`src/rtl/pulse_stretcher.sv`:
```
// Stretches single-cycle strobes into PULSE_LEN-cycle pulses separated by at least GAP_LEN low cycles.
// Requests that arrive during a pulse wait in a saturating counter; a request dropped while the counter is full sets a sticky overflow flag.
module pulse_stretcher #(
    parameter int PULSE_LEN = 4,
    parameter int GAP_LEN   = 2,
    parameter int PEND_W    = 2
) (
    input  logic              clk,
    input  logic              rst,
    input  logic              pulseIn,
    input  logic              clrOvf,
    output logic              pulseOut,
    output logic              busy,
    output logic [PEND_W-1:0] pendCnt,
    output logic              ovf
);

    localparam int MAX_LEN = (PULSE_LEN > GAP_LEN) ? PULSE_LEN : GAP_LEN;
    localparam int TW      = (MAX_LEN > 1) ? $clog2(MAX_LEN) : 1;

    localparam logic [TW-1:0]     PULSE_LOAD = TW'(PULSE_LEN - 1);
    localparam logic [TW-1:0]     GAP_LOAD   = TW'(GAP_LEN - 1);
    localparam logic [TW-1:0]     TIMER_ZERO = TW'(0);
    localparam logic [TW-1:0]     TIMER_ONE  = TW'(1);
    localparam logic [PEND_W-1:0] PEND_ZERO  = PEND_W'(0);
    localparam logic [PEND_W-1:0] PEND_ONE   = PEND_W'(1);
    localparam logic [PEND_W-1:0] PEND_MAX   = {PEND_W{1'b1}};

    typedef enum logic [1:0] {
        IDLE = 2'd0,
        HIGH = 2'd1,
        GAP  = 2'd2
    } state_t;

    state_t            state_q, state_d;
    logic [TW-1:0]     timer_q, timer_d;
    logic [PEND_W-1:0] pend_q,  pend_d;
    logic              ovf_q,   ovf_d;
    logic              pulse_out_q;
    logic              busy_q;
    logic              req_s;
    logic              start_s;
    logic              drop_s;

    // Next state, timer, pending counter and overflow flag.
    always_comb begin
        state_d = state_q;
        timer_d = timer_q;
        pend_d  = pend_q;
        ovf_d   = ovf_q;
        start_s = 1'b0;
        drop_s  = 1'b0;
        req_s   = pulseIn | (pend_q != PEND_ZERO);

        case (state_q)
            IDLE: begin
                if (req_s) begin
                    start_s = 1'b1;
                end else begin
                    state_d = IDLE;
                end
            end
            HIGH: begin
                if (timer_q != TIMER_ZERO) begin
                    timer_d = timer_q - TIMER_ONE;
                end else begin
                    state_d = GAP;
                    timer_d = GAP_LOAD;
                end
            end
            GAP: begin
                if (timer_q != TIMER_ZERO) begin
                    timer_d = timer_q - TIMER_ONE;
                end else if (req_s) begin
                    start_s = 1'b1;
                end else begin
                    state_d = IDLE;
                end
            end
            default: begin
                state_d = IDLE;
                timer_d = TIMER_ZERO;
            end
        endcase

        if (start_s) begin
            state_d = HIGH;
            timer_d = PULSE_LOAD;
        end else begin
            timer_d = timer_d;
        end

        // A start consumes one request; a coincident strobe replaces a queued one.
        if (start_s) begin
            if ((pend_q != PEND_ZERO) && !pulseIn) begin
                pend_d = pend_q - PEND_ONE;
            end else begin
                pend_d = pend_q;
            end
        end else if (pulseIn) begin
            if (pend_q != PEND_MAX) begin
                pend_d = pend_q + PEND_ONE;
            end else begin
                drop_s = 1'b1;
            end
        end else begin
            pend_d = pend_q;
        end

        if (drop_s) begin
            ovf_d = 1'b1;
        end else if (clrOvf) begin
            ovf_d = 1'b0;
        end else begin
            ovf_d = ovf_q;
        end
    end

    // State registers; outputs are decoded from the next state so they come straight off flops.
    always_ff @(posedge clk) begin
        if (rst) begin
            state_q     <= IDLE;
            timer_q     <= TIMER_ZERO;
            pend_q      <= PEND_ZERO;
            ovf_q       <= 1'b0;
            pulse_out_q <= 1'b0;
            busy_q      <= 1'b0;
        end else begin
            state_q     <= state_d;
            timer_q     <= timer_d;
            pend_q      <= pend_d;
            ovf_q       <= ovf_d;
            pulse_out_q <= (state_d == HIGH);
            busy_q      <= (state_d != IDLE);
        end
    end

    assign pulseOut = pulse_out_q;
    assign busy     = busy_q;
    assign pendCnt  = pend_q;
    assign ovf      = ovf_q;

endmodule

```
`config.mk`:
```
export PLATFORM = sky130hd
export DESIGN_NAME = pulse_stretcher
export DESIGN_NICKNAME = d
export VERILOG_FILES = /design/src/rtl/pulse_stretcher.sv
export SDC_FILE = /design/constraint.sdc
export NUM_CORES = 1
export LEC_CHECK = 0
export BUFFER_PORTS_ARGS = -buffer_cell sky130_fd_sc_hd__buf_2
export CAP_MARGIN = 20
export CORE_AREA = 2 2 39 41
export CTS_BUF_LIST = sky130_fd_sc_hd__clkbuf_16
export DETAILED_ROUTE_END_ITERATION = 10
export DIE_AREA = 0 0 41 43
export GPL_ROUTABILITY_DRIVEN = 1
export PLACE_DENSITY_LB_ADDON = 0.1
export SLEW_MARGIN = 20
export SYNTH_ARGS = -nofsm -noshare
export SYNTH_HDL_FRONTEND = slang
export SYNTH_SLANG_ARGS = --single-unit
```
`constraint.sdc`:
```
create_clock -name clk -period 1.85 [get_ports clk]
set_input_delay 0.37 -clock clk [delete_from_list [all_inputs] [get_ports clk]]
set_output_delay 0.37 -clock clk [all_outputs]
set_load 0.02 [all_outputs]
```
Word-level counts from Yosys, hierarchy flattened
Cells that the tools add are included.
- reductions and logical operators: 11
- mux-type cells: 21
- eq/ne operators: 7
- add/subtract/negate cells: 3
- bitwise operators: 1
- operators by type and width (cell ; count):
    2-bit two-way mux ; 11
    2-bit one-hot mux with 3 select lines ; 2
    2-bit nonzero test ; 6
    1-bit two-way mux ; 7
    2-bit by 1-bit equality test with 1-bit output, second input constant ; 2
    2-bit inequality test, second input constant ; 2
    2-bit by 1-bit subtractor with 2-bit output, second input constant ; 2
    3-bit inequality test, second input constant ; 1
    3-bit AND reduction ; 1
    2-bit by 1-bit adder with 2-bit output, second input constant ; 1
    2-bit equality test, second input constant ; 1
    2-bit zero test ; 1
    2-bit by 1-bit inequality test with 1-bit output, second input constant ; 1
    1-bit one-hot mux with 2 select lines ; 1
    2-bit AND reduction ; 1
    1-bit logical AND ; 1
    1-bit zero test ; 1
    1-bit bitwise OR ; 1
- output and inout port bits: 5
- register bits: 9
- word-level logic and storage cells: 49

Depth between registers and ports, before layout
Gate-level depths: netlist (run 1).
- word-level depth: 7
- depth in mapped cells: 6
- depth with buffers taken out: 6

Worst setup path after synthesis (run 1)
OpenSTA, ideal clock, no wires.
- path kind: register -> register
- start: reg timer_q[0]
- end: reg pulse_out_q, in the netlist pulseOut
- buffers on the path: 0
- data required time: 1725 ps
- setup slack: 241 ps
- arrival time: 1484 ps
- clock period less this slack: 1609 ps
- cell stages (with the launch flop): 7
- cells stage by stage: dfxtp_1 -> inv_1 -> ha_1 -> o21bai_2 -> a211o_1 -> a211o_1 -> nor2b_1
- cells in the longest elaborated chain, start to end: 5
- elaborated cells between the ends (all ways): 8
- ends and longest elaborated chain (item ; RTL line ; source):
    start: declaration ; 36 ; logic [TW-1:0] timer_q, timer_d;
    start signal: assignment ; 130 ; timer_q <= timer_d;
    2-bit nonzero test (*) ; 64, 72 ;
    2-bit two-way mux (tied with other cells) ; 72 ; if (timer_q != TIMER_ZERO) begin
    2-bit one-hot mux with 3 select lines or 1-bit one-hot mux with 2 select lines (tied branches) ; 55 ; case (state_q)
    2-bit two-way mux (*) ; 86 ; if (start_s) begin
    2-bit by 1-bit equality test with 1-bit output (*) ; 133 ; pulse_out_q <= (state_d == HIGH);
    end signal: assignment ; 133 ;
    end: declaration ; 39 ; logic pulse_out_q;
Mark *: on every way between the ends. The rest lies on a longest branch, timed or not.
A chain may end at the register's enable or synchronous reset.

Worst setup path after layout (run 1)
Ends and elaborated chain as after synthesis.

==> metrics, run 1 <==
synth warn=0; Achievable Freq=585 MHz; maxcap violations=0; Buf+Inv Stages, Crit Path=1; RSZ-0062 raised after global routing=no; worst skew pair latency=230 ps; Clock Tree Buf Depth=2; # DRC=0; CP Launch Type=flip-flop; # IOs=9; worst r2r src=timer_q[0]; Root Driver=clkbuf_16; DIE AREA=1760 µm²; ratio of cells with drive above 1 in the final layout=18.9%; PwrDens=1200 nW/µm²; Slew @ Worst Pin=339 ps; DRT Pass-1 Iters=4; crit share post-route=92.4%; initial antenna violation count=0; Post-DP HPWL=719 µm; reg2reg end=pulseOut; Reg2Reg Depth=6; CTS tree=done; cts bufs inserted=3; chip width=41 µm; Resize count post-CTS=0; Internal=0.000579 W; CP delay by family, top=compound AO/OA/AOI/OAI gates; Antenna Cells=0; fin worst setup slack=140 ps; clock-pin slew on the worst setup and hold paths=40 ps; Pins Over Slew Limit=0; Cell Area, Synth=510 µm²; global-route wire length before repair=1610 µm; GRT Total Usage=13.2%; largest cells by area after synthesis=dfxtp_1 35%, ha_1 15%, inv_1 5.1%; Post-Syn Nets=71; Distinct cells, synth=22; post-synthesis cell type with the largest combined area=dfxtp_1; TNS Setup=0 ps; Critical Path AT=1820 ps; final setup fails=0; Initial Util=36.9%; Avg Cell Area, Syn=8.37 µm²; Critical Path, Cell by Cell=inv_1 -> ha_1 -> o21bai_2 -> a211o_1 -> a211o_1 -> nor2b_1; Crit path required time=1960 ps; Clock Skew=1.62 ps; worst min path class=input port to flip-flop; Final min period=1710 ps; Total Wirelength=956 µm; utilization after layout=47.5%; Area growth, synth to finish=28.7%; DR vias=445; Post-DRT Antenna Nets=0; CP Depth=6; DP Worst Slack=142 ps; hold_buf cts=0; Comb power frac=22.8%; row cnt=14; # port buffers=8; Peak VDD IR=0.000860 V; post-synthesis sequential element count=9; switching pwr=0.000207 W; Static Leak=0.291 nW; register share of total power=30.4%; Hold Vio Cnt, Final=0; CP dominant cell by count=a211o_1; sw frac=26.3%; largest net degree at the start of global routing=9; Slowest-stage cell, CP=dfxtp_1; WS Path Type=flip-flop to flip-flop; Synth Instances=61; sequential share of the synthesized area=35.3%; Clk pwr share=46.8%; Critical path destination=pulseOut; gpl congestion=0.661; routed len/inst=10.6 µm; CTS sink cnt=9; vias in the first global route=424; CP Max Fanout=5; DRT iter0 DRCs=3; vias per cell=4.94; CTS H-tree depth=1; post-synth top area share=35.3%; Post-CTS Setup Inserts=0; run status=complete, no violations; R2R setup slack=140 ps; Die Ht=43 µm; delay of the slowest critical-path stage=340 ps; crit path capture type=flip-flop; CP Launch Point=timer_q[0]; grt total ovfl=0; Final #Nets=85; Relative slew margins=77.2%; core area=1380 µm²
-- cells by family after synthesis --
logic type	synth area share (%)
AOI/OAI and AO/OA	25.5
adders and majority gates	14.7
buffers and inverters	5.15
DFF	35.3
and+or+nand+nor	19.4
-- cells in the final DEF, fill, tap and decap left out, types with 2 or more instances in the layout --
cell type	n
o21ai_0	5
a221oi_1	2
clkbuf_16	3
ha_1	6
nor3_1	3
nand2_1	4
inv_1	8
nor2_1	5
buf_2	8
a211o_1	2
nand2b_1	3
a21oi_1	4
dfxtp_1	9
-- worst reg2reg max path, cell delays in order, from the launching register on --
cell	delay, ps
dfxtp_1	340
inv_1	70
ha_1	250
o21bai_2	210
a211o_1	300
a211o_1	280
nor2b_1	140
-- flip-flops by register name, summed over array words and instances (netlist names) --
register / cells
pulseOut: 1
state_q: 2
ovf: 1
busy: 1
timer_q: 2
pendCnt: 2
-- layer usage --
metal / vias to the layer above / wire length (µm) / global-route usage (%)
met5: - / 0 / 0
met4: 0 / 13 / 6.00
met3: 2 / 39 / 4.71
met2: 9 / 424 / 20.3
met1: 194 / 479 / 15.7
li1: 240 / - / -
-- power by group through the flow --
stage	logic, W	clock network (W)	registers (W)
finish	0.000179	0.000368	0.000239
global route	0.000201	0.000385	0.000244
CTS	0.000181	0.000375	0.000239
detailed placement	0.000179	0	0.000242
global placement	0.000180	0	0.000242
floorplan	0.000118	0	0.000254
-- stage by stage --
stage,power [W],cells,hold slack (ps),area [µm²]
after floorplan,0.000372,61,439,510
after global placement,0.000422,86,455,578
after detailed placement,0.000421,86,461,578
after CTS,0.000796,90,397,657
after global routing,0.000830,90,425,657
final,0.000786,90,395,657
-- Yosys cell counts --
master	number
a211o_1	2
o21bai_2	1
and2_1	1
ha_1	6
nand2b_1	3
nand2_1	4
a21oi_1	4
inv_1	7
nand3_1	1
a211oi_1	1
or3_1	1
nor2_1	5
dfxtp_1	9
nand3b_1	1
o21ai_1	1
a21oi_2	1
a221oi_1	2
o311a_1	1
nor2b_1	1
nor3_1	3
o21ai_0	5
o21bai_1	1
-- final cells by class --
cell class                      count  area [µm²]
Sequential cell                     9         180
Fill cell                         152         727
Clock inverter                      1        3.75
Timing Repair Buffer                9        47.5
Tap cell                           16        20.0
Clock buffer                        3        75.1
Inverter                            7        26.3
Multi-Input combinational cell     45         304
-- how the worst min path moves through the flow --
stage / slack [ps] / from / end / cells past startpoint
final: 400 / clrOvf / ovf / 3
after detailed placement: 460 / ovf / ovf / 2
after floorplan: 440 / rst / ovf / 1
after global routing: 430 / rst / ovf / 2
after global placement: 460 / ovf / ovf / 2
after CTS: 400 / clrOvf / ovf / 3
Power figures use the tool's default switching activity.
==> run 2, diff against run 1 <==
BUFFER_PORTS_ARGS = default   (was -buffer_cell sky130_fd_sc_hd__buf_2)
CTS_BUF_LIST = sky130_fd_sc_hd__clkbuf_4 sky130_fd_sc_hd__clkbuf_8   (was sky130_fd_sc_hd__clkbuf_16)
DONT_BUFFER_PORTS = 1   (was default)
==> run 2 against run 1 <==
Global-route usage barely moved. Sequential share of layout area up 4.3 points. Utilization down 6.4 points. Count of clock-buffer cells in the layout rose by 1. Die area unchanged. Critical path depth unchanged. Final area shrank 14%. Wire length is 9.1% lower. Sequential power rose by 7%. Non-clock buffer count fell by 8. Clock skew hardly changed. Flip-flop and latch count did not move. Critical path type unchanged.
==> metrics, run 2 (synthesis results as in run 1) <==
run status=complete, no violations; total power=0.000566 W (-28%); Total Wirelength=869 µm (-9.1%); Final #Nets=77 (-9.4%); CTS tree=done; crit share post-route=91.2% (-1.3 points); GRT Total Usage=13.2% (+0.013 points); CP Launch Type=flip-flop; worst skew pair latency=260 ps (+30 ps); Static Leak=0.230 nW (-21%); Post-DP HPWL=651 µm (-9.4%); routed len/inst=10.6 µm (-0.23%); CP dominant cell by count=a211o_1; Root Driver=clkbuf_4; delay of the slowest critical-path stage=350 ps (about the same); Clock Skew=1.92 ps (+0.300 ps); maxcap violations=0 (unchanged); DR vias=419 (-5.8%); Critical Path, Cell by Cell=inv_1 -> ha_1 -> o21bai_2 -> a211o_1 -> a211o_1 -> nor2b_1; Critical Path AT=1840 ps (+20 ps); ratio of cells with drive above 1 in the final layout=10.6% (-8.3 points); clock-pin slew on the worst setup and hold paths=60 ps (+20 ps); Pins Over Slew Limit=0 (unchanged); Relative slew margins=75.3% (-1.9 points); Clock Tree Buf Depth=2 (unchanged); cts bufs inserted=3 (unchanged); most common cell after layout, fill and taps aside=dfxtp_1; most frequent cells in the layout=9 x dfxtp_1, 7 x inv_1, 6 x ha_1, 5 x nor2_1; placed cell count=78 (-9.3%); # port buffers=0 (-8); Die Ht=43 µm (unchanged); grt total ovfl=0 (unchanged); Cell Count, Final, Fillers Out=82 (-8.9%); global-route wire length before repair=1520 µm (-5.9%); Antenna Cells=0 (unchanged); vias in the first global route=406 (-4.2%); Post-DRT Antenna Nets=0 (unchanged); vias per cell=5.11 (+3.3%); row cnt=14 (unchanged); WS Path Type=flip-flop to flip-flop; CP Max Fanout=5 (unchanged); Initial Util=36.9% (unchanged); Slew @ Worst Pin=370 ps (+30.6 ps); Buf+Inv Stages, Crit Path=1 (unchanged); TNS Setup=0 ps (unchanged); DIE AREA=1760 µm² (unchanged); Crit path required time=2000 ps (+40 ps); Final min period=1690 ps (-23.5 ps); largest net degree at the start of global routing=9 (unchanged); CP delay by family, top=compound AO/OA/AOI/OAI gates; CTS H-tree depth=1 (unchanged); Peak VDD IR=0.000409 V (-52%); DRT iter0 DRCs=4 (+1); core area=1380 µm² (unchanged); final setup fails=0 (unchanged); DRT Pass-1 Iters=2 (-2); Area growth, synth to finish=11.3%; PwrDens=996 nW/µm² (-17%); # IOs=9 (unchanged); CTS sink cnt=9 (unchanged); worst min path class=input port to flip-flop; Hold Vio Cnt, Final=0 (unchanged); initial antenna violation count=0 (unchanged); crit path capture type=flip-flop; Slowest-stage cell, CP=dfxtp_1; RSZ-0062 raised after global routing=no; chip width=41 µm (unchanged); Achievable Freq=593 MHz (+1.4%); # DRC=0 (unchanged); gpl congestion=0.695 (+5.2%)
==> run 2: layout make-up <==
class / count / area (µm²)
timing repair buffer: 1 / 7.51
tap: 16 / 20.0
clock buffer: 4 / 30.0
fill: 140 / 816
multi-input combinational: 45 / 304
sequential: 9 / 180
inverter: 7 / 26.3
==> run 2: repair_timing <==
item / in CTS / in global routing
hold endpoints to repair: 0 / 0
hold buffers: 0 / 0
endpoints found under the setup margin: 0 / 1
buffers inserted: 0 / 0
resized for setup: 0 / 1
==> run 2: path summary, 6_finish.rpt <==
| path | start | endpoint | slack, ps | cells after the start |
|---|---|---|---|---|
| max reg2reg | timer_q[0] | pulseOut | 160 | 6 |
| min reg2reg | timer_q[0] | timer_q[0] | 550 | 1 |
| max | timer_q[0] | pulseOut | 160 | 6 |
| min | rst | pendCnt[1] | 160 | 1 |
==> run 2: through the flow <==
stage	hold slack (ps)	util (%)	setup slack [ps]	instance area (µm²)
after floorplan	439	-	241	510
after global placement	442	38.9	158	538
after detailed placement	443	38.9	163	538
after CTS	162	41.0	152	568
after global routing	159	41.0	53.9	568
final	164	41.0	163	568
==> run 2: where the power goes <==
part / internal, W / switching [W] / total, W / leakage, nW
Sequential: 0.000220 / 0.0000353 / 0.000255 / 0.0741
Combinational: 0.0000670 / 0.0000775 / 0.000144 / 0.137
Clock: 0.0000978 / 0.0000687 / 0.000166 / 0.0184
==> run 2: worst reg2reg max path, stage by stage (launching register included) <==
cell and delay [ps]:
dfxtp_1 350, inv_1 70, ha_1 240, o21bai_2 210, a211o_1 290, a211o_1 280, nor2b_1 130
==> run 2: metal layers <==
layer / share of wire [%] / global-route usage, % / up-vias
li1: - / - / 223
met1: 47 / 14.8 / 178
met2: 43 / 18.4 / 15
met3: 7.6 / 6.28 / 3
met4: 2.8 / 10.0 / 0
met5: 0 / 0 / -
==> run 3, diff against run 2 <==
CORE_AREA = default   (was 2 2 39 41)
CORE_MARGIN = 1.5   (was default)
CORE_UTILIZATION = 37   (was default)
DIE_AREA = default   (was 0 0 41 43)
==> run 3 against run 2 <==
Power shrank 1.4%. Register-to-register slack worse by 20 ps. Utilization increased by 2.5 points. Critical path depth did not move. Final cell count is 1.2% lower. Critical endpoint unchanged.
==> metrics, run 3 (synthesis results as in run 1) <==
most frequent cells in the layout=9 x dfxtp_1, 7 x inv_1, 6 x ha_1, 5 x o21ai_0, 5 x nor2_1; TNS Setup=0 ps (unchanged); RSZ-0062 raised after global routing=no; Relative slew margins=74.5% (-0.85 points); fin worst setup slack=141 ps (-22.5 ps); Post-DP HPWL=666 µm (+2.2%); met1 usage=15.5% (+0.79 points); Post-Layout Inst Area=567 µm² (-0.22%); Final min period=1710 ps (+22.5 ps); Slew @ Worst Pin=383 ps (+12.8 ps); worst min path class=input port to flip-flop; fillers=145 (+3.6%); worst r2r src=timer_q[0]; WS Path Type=flip-flop to flip-flop; row cnt=13 (-1); global-route wire length before repair=1440 µm (-5.0%); CTS H-tree depth=1 (unchanged); Buf+Inv Stages, Crit Path=1 (unchanged); grt met3 use=3.89% (-2.4 points); DRT Pass-1 Iters=4 (+2); # IOs=9 (unchanged); CP Max Fanout=5 (unchanged); CP delay by family, top=compound AO/OA/AOI/OAI gates; DP Worst Slack=147 ps (-16.1 ps); worst skew pair latency=250 ps (about the same); layer with the highest usage=met2; Critical Path, Cell by Cell=inv_1 -> ha_1 -> o21bai_2 -> a211o_1 -> a211o_1 -> nor2b_1; crit share post-route=92.4% (+1.2 points); DRT iter0 DRCs=14 (+10); Clock Skew=0.426 ps (-1.50 ps); final setup fails=0 (unchanged); Pins Over Slew Limit=0 (unchanged); Post-CTS Setup Inserts=0 (unchanged); # DRC=0 (unchanged); Total Wirelength=846 µm (-2.6%); Initial Util=39.2% (+2.3 points); crit path capture type=flip-flop; clock-pin slew on the worst setup and hold paths=60 ps (about the same); routed len/inst=10.4 µm (-1.4%); beginning of the worst hold path=rst; Crit path required time=1980 ps (-20 ps); gpl congestion=0.649 (-6.6%); Hold Path Sink=ovf; initial antenna violation count=0 (unchanged); grt total ovfl=0 (unchanged); Root Driver=clkbuf_4; Antenna Cells=0 (unchanged); Hold Vio Cnt, Final=0 (unchanged); Critical Path AT=1840 ps (about the same); chip width=40.1 µm (-2.1%); Resize count post-CTS=0 (unchanged); most common cell after layout, fill and taps aside=dfxtp_1; CTS sink cnt=9 (unchanged); WHS=180 ps (+16.2 ps); Static Leak=0.230 nW (about the same); CTS tree=done; PwrDens=984 nW/µm² (-1.2%); hold_buf cts=0 (unchanged); run status=complete, no violations; Slowest-stage cell, CP=dfxtp_1; largest net degree at the start of global routing=9 (unchanged); hold path cells=1 (unchanged); DIE AREA=1610 µm² (-8.6%); Post-DRT Antenna Nets=0 (unchanged); Area growth, synth to finish=11.0%; cts bufs inserted=3 (unchanged); vias per cell=5.12 (+0.27%); Achievable Freq=585 MHz (-1.3%); GRT Total Usage=13.5% (+0.31 points); maxcap violations=0 (unchanged); Reg2Reg Depth=6 (unchanged); core area=1300 µm² (-6.0%); vias in the first global route=385 (-5.2%); # port buffers=0 (unchanged); routing usage on met2=22.2% (+3.7 points); R2R setup slack=140 ps (-20 ps); CP dominant cell by count=a211o_1; Clock Tree Buf Depth=2 (unchanged); delay of the slowest critical-path stage=350 ps (about the same); Post-Place Cell Area=537 µm² (-0.23%); DR vias=415 (-0.95%); total power=0.000558 W (-1.4%); CP Launch Type=flip-flop; Die Ht=40.1 µm (-6.6%); Final #Nets=77 (unchanged); ratio of cells with drive above 1 in the final layout=10.6% (unchanged); Peak VDD IR=0.000409 V (about the same); reg2reg end=pulseOut
-- run 3: cell count changes in the layout (fill, tap and decap cells not counted) --
cell / change
o21ai_0: +1
o21ai_1: -1
-- run 3: routing by layer --
layer,part of all wire (%),wire (µm),vias to the layer above
li1,-,-,224
met1,49,412,178
met2,46,385,11
met3,4.8,41,2
met4,0.95,8,0
met5,0,0,-
-- run 3: cell type report --
cell class                      instances  area [µm²]  area share (%)
Multi-Input combinational cell         45         304            53.6
Sequential cell                         9         180            31.8
Clock buffer                            4        30.0            5.30
Inverter                                7        26.3            4.64
Tap cell                               15        18.8            3.31
Timing Repair Buffer                    1        7.51            1.32
-- run 3: how the worst max path moves through the flow --
stage                     startpoint        to  slack, ps  depth (start not counted)
after global routing      timer_q[0]  pulseOut         60                          6
final                     timer_q[0]  pulseOut        140                          6
after global placement    timer_q[0]  pulseOut        190                          6
after detailed placement  timer_q[0]  pulseOut        150                          6
after CTS                 timer_q[0]  pulseOut        140                          6
after floorplan           timer_q[0]  pulseOut        240                          6
-- run 3: where the power goes --
group	leakage, nW	switching, W	internal (W)	total (W)
sequential	0.0741	0.0000352	0.000220	0.000255
clock	0.0184	0.0000605	0.0000972	0.000158
combinational	0.137	0.0000781	0.0000671	0.000145
total	0.230	0.000174	0.000384	0.000558
-- run 3: per-stage QoR --
step	utilization (%)	instances
6_report	43.6	81
5_1_grt	43.6	81
4_1_cts	43.6	81
3_5_place_dp	41.3	77
3_3_place_gp	41.3	77
2_1_floorplan	-	61
-- run 3: worst reg2reg max path, delay by kind of cell (launching register included) --
family                   cells  cell delay [ps]
AO/OA/AOI/OAI                3              780
adder cells (fa/ha/maj)      1              250
buffers and inverters        1               70
flip-flops                   1              350
AND/OR/NAND/NOR              1              140
